**config.mk**
```make
export PLATFORM = sky130hd
export DESIGN_NAME = button_conditioner
export DESIGN_NICKNAME = d
export VERILOG_FILES = /design/src/rtl/button_conditioner.sv
export SDC_FILE = /design/constraint.sdc
export NUM_CORES = 1
export LEC_CHECK = 0
export CAP_MARGIN = 20
export CORE_ASPECT_RATIO = 1.5
export CORE_UTILIZATION = 55
export DETAILED_ROUTE_END_ITERATION = 16
export DONT_BUFFER_PORTS = 1
export GPL_ROUTABILITY_DRIVEN = 0
export PLACE_DENSITY = 0.8
export SYNTH_ARGS = -nofsm -noshare
export SYNTH_HDL_FRONTEND = slang
export SYNTH_SLANG_ARGS = --single-unit
```
**constraint.sdc**
```tcl
create_clock -name clk_i -period 2 [get_ports clk_i]
set_input_delay 0.3 -clock clk_i [delete_from_list [all_inputs] [get_ports clk_i]]
set_output_delay 0.3 -clock clk_i [all_outputs]
set_load 0.01 [all_outputs]
```
**src/rtl/button_conditioner.sv**
```systemverilog
// rtl/button_conditioner.sv - per-bit 2-FF sync, counter debounce, press/release pulses.
// Optional toggle_o flops built only when BUTTON_CONDITIONER_TOGGLE_EN is defined.
module button_conditioner #(
    parameter int width_p         = 3,
    parameter int stable_cycles_p = 60000
) (
    input  logic               clk_i,
    input  logic               reset_i,
    input  logic [width_p-1:0] button_i,
    output logic [width_p-1:0] state_o,
    output logic [width_p-1:0] press_o,
    output logic [width_p-1:0] release_o,
    output logic [width_p-1:0] toggle_o
);

    localparam int cnt_w_lp = $clog2(stable_cycles_p + 1);
    localparam logic [cnt_w_lp-1:0] cnt_last_lp = cnt_w_lp'(stable_cycles_p - 1);

    logic [width_p-1:0] s0;
    logic [width_p-1:0] s1;
    logic [cnt_w_lp-1:0] cnt [width_p];
    logic [width_p-1:0] state_r;
    logic [width_p-1:0] press_r;
    logic [width_p-1:0] release_r;
    logic [width_p-1:0] flip;

    // A channel flips on the last of stable_cycles_p consecutive disagreeing samples.
    always_comb begin
        flip = '0;
        for (int k = 0; k < width_p; k++) begin
            flip[k] = (s1[k] != state_r[k]) && (cnt[k] == cnt_last_lp);
        end
    end

    always_ff @(posedge clk_i) begin
        if (reset_i) begin
            s0        <= '0;
            s1        <= '0;
            state_r   <= '0;
            press_r   <= '0;
            release_r <= '0;
            for (int k = 0; k < width_p; k++) begin
                cnt[k] <= '0;
            end
        end else begin
            s0        <= button_i;
            s1        <= s0;
            state_r   <= state_r ^ flip;
            press_r   <= flip & s1;
            release_r <= flip & ~s1;
            for (int k = 0; k < width_p; k++) begin
                if (s1[k] == state_r[k] || flip[k]) begin
                    cnt[k] <= '0;
                end else begin
                    cnt[k] <= cnt[k] + 1'b1;
                end
            end
        end
    end

    assign state_o   = state_r;
    assign press_o   = press_r;
    assign release_o = release_r;

`ifdef BUTTON_CONDITIONER_TOGGLE_EN
    logic [width_p-1:0] toggle_r;

    // Inverts on the same edge that raises press_o, so both appear together.
    always_ff @(posedge clk_i) begin
        if (reset_i) begin
            toggle_r <= '0;
        end else begin
            toggle_r <= toggle_r ^ (flip & s1);
        end
    end

    assign toggle_o = toggle_r;
`else
    assign toggle_o = '0;
`endif

endmodule
```
==> results.cfg <==
[status]
outcome = complete, no violations

[cts]
cts_tree = built
cts_buffers = 9
htree_levels = 3
worstSkewPairLatency_ns = 0.34
clock-root-buffer = clkbuf_8
cts_setup_buffers = 0
cts_max_path_buffers = 2
cts_resized = 0
cts.sinks = 63
clkTransAtPathRegs_ns = 0.07
ctsHoldBuffers = 0

[worst_setup_path]
cp-startpoint = cnt[2][0]$_SDFFCE_PN0P_
worst-path-buf-inv = 1
r2r_end = cnt[2][12]$_SDFFCE_PN0P_
crit_fanout = 15
cpMaxStageDelayCell = edfxtp_1
r2r_slack_ns = 0.23
rr_startpoint = cnt[2][0]$_SDFFCE_PN0P_
critPathTopFamily = simple AND/OR/NAND/NOR gates
slowest_delay_ns = 0.41
required_ns = 2.08
cp_cell_sequence = ha_1 > and4_1 > nand4_1 > nand2_1 > buf_4 > nor2_1
rr_worst_depth = 6
end_kind = flop
worstPathArrival_ns = 1.85
crit_type = reg2reg
startpoint_type = flop

[floorplan]
die_x_um = 63.59
die_area_um2 = 6001
die_h_um = 94.38
initial_core_util_pct = 56.98
num_rows = 33
placeableCoreArea_um2 = 5492
pin_count = 17

[synth]
synth_area_leaders = edfxtp_1, dfxtp_1, xnor2_1, nor2_1, xor2_1
synth_area_um2 = 3129
yosys.area.top_type = edfxtp_1
synthFlopType = edfxtp_1
ys_seq_area_share_pct = 55.66
avgSynthCellArea_um2 = 10.83
async_reset_ff_share_pct = 0
synth_edf_count = 48
synth_cells = 289
synth_top_area_share_pct = 46.06
synth_warnings = 0
yosys.cell_count.top_type = nor2_1
synth-seq-cells = 63
synth_cell_types = 31
synth_commonest_cells = nor2_1, edfxtp_1, xnor2_1, nand4_1, xor2_1

[timing]
finClkSkew_ns = 0.01206
fin_crit_ns = 1.774
setup_viol_count_final = 0
grt_setup_unrepaired = no
hold_viol = 0
period_share_pct = 88.71
finalSetupTns_ns = 0
final_max_slew_viol_count = 0
timing.hold.ws_ns = 0.02379
fmax_mhz = 563.6

[global_route]
overflow = 0
grt_pass1_wl_um = 9459
antenna_found_initial = 0
grt_max_degree = 19
grt_pass1_vias = 2135
grt_usage_pct = 20.73

[final_layout]
synthToLayoutAreaGrowth_pct = 15.15
nNetsFinal = 356
antennaDiodeCount = 0
layout-drive-gt1-share_pct = 7.082
fin_area_um2 = 3603

[power]
p_leak_nw = 1.271
sw_frac_of_total_pct = 21.89
max-vdd-ir-drop_uv = 386.1
p_int_mw = 2.099
p_clk_share_pct = 39.8
power_mw = 2.687
p_per_area_nw_per_um2 = 745.6
p_seq_share_pct = 56.2
combPwrFrac_pct = 4.0
p_sw_uw = 588.2

[detailed_routing]
wire_per_inst_um = 13.22
first_iter_violations = 224
viasPerCell = 5.284
drt-total-wl_um = 5594
drc = 0
dr.pass1.iters = 6
antenna_left = 0
vias = 2235

[min_path]
worstHoldPathCells = 1
hp-start = reset_i
min_path_type = in2reg
hold_end = s1[1]$_SDFF_PP0_

[place]
place_area_um2 = 3415
io_buffers = 0
dp_hpwl_um = 3896

[job]
drv_cap = 0
==> power groups by stage <==
stage | clock, mW | sequential, mW | combinational [mW]
floorplan | 0 | 1.52 | 0.0934
global placement | 0 | 1.53 | 0.101
detailed placement | 0 | 1.54 | 0.103
CTS | 1.09 | 1.51 | 0.105
global route | 1.14 | 1.52 | 0.123
finish | 1.07 | 1.51 | 0.108
==> worst register-to-register path, stage by stage, from the launching register on <==
cell	delay, ns
edfxtp_1	0.41
ha_1	0.25
and4_1	0.28
nand4_1	0.17
nand2_1	0.11
buf_4	0.20
nor2_1	0.09
==> kinds of logic after synthesis <==
logic type	count (synthesis)	synth area share, %
multiplexers	3	0.9597
AND/OR/NAND/NOR	156	26.87
AO/OA/AOI/OAI	2	0.3196
buffers and inverters	16	2.439
XOR/XNOR	44	12.32
flip-flops	63	55.66
other	2	0.2400
adder cells (fa/ha/maj)	3	1.200
==> sequential cells by signal, summed over array words and instances (netlist names), named ones only <==
register and count:
cnt 48, press_o 3, release_o 3, s0 3
s1 3
==> cell usage in the layout (no fill, tap or decap), types with 10 or more instances in the layout <==
| cell type | Yosys | final |
|---|---|---|
| nand4_1 | 20 | 20 |
| nor4_1 | 10 | 10 |
| clkbuf_8 | 0 | 10 |
| nand3_1 | 17 | 17 |
| xor2_1 | 18 | 18 |
| nand2_1 | 12 | 12 |
| edfxtp_1 | 48 | 48 |
| nor2_1 | 53 | 53 |
| dfxtp_1 | 15 | 15 |
| conb_1 | 2 | 51 |
| xnor2_1 | 26 | 26 |
==> final cells by class <==
class                           count  area (um^2)
Tap cell                           70        87.58
Clock buffer                       11        141.4
Inverter                            6        22.52
Fill cell                         428         1888
Multi-Input combinational cell    259         1495
Clock inverter                      5        47.55
Sequential cell                    63         1742
Timing Repair Buffer                9        67.56
==> metal layers <==
metal	GRT usage [%]	routed length [um]	vias up
li1	-	-	1109
met1	24.61	2441	1042
met2	33.60	2774	65
met3	5.314	242	19
met4	12.50	135	0
met5	0	0	-
==> metrics by stage <==
| stage | std cells | setup WS, ns | util [%] |
|---|---|---|---|
| 3_3_place_gp | 407 | 0.3090 | 62.18 |
| 6_report | 423 | 0.2258 | 65.62 |
| 4_1_cts | 423 | 0.2448 | 65.62 |
| 3_5_place_dp | 407 | 0.2710 | 62.18 |
| 5_1_grt | 423 | 0.1231 | 65.62 |
| 2_1_floorplan | 338 | 0.2620 | - |
==> how the worst max path moves through the flow <==
stage / end / slack (ns) / cells after the start
final: cnt[2][12]$_SDFFCE_PN0P_ / 0.23 / 6
after CTS: cnt[2][12]$_SDFFCE_PN0P_ / 0.24 / 6
after global placement: cnt[2][9]$_SDFFCE_PN0P_ / 0.31 / 5
after global routing: cnt[2][12]$_SDFFCE_PN0P_ / 0.12 / 6
after floorplan: cnt[0][10]$_SDFFCE_PN0P_ / 0.26 / 6
after detailed placement: cnt[2][12]$_SDFFCE_PN0P_ / 0.27 / 6
Note: power is estimated with default switching activity, not from simulation.
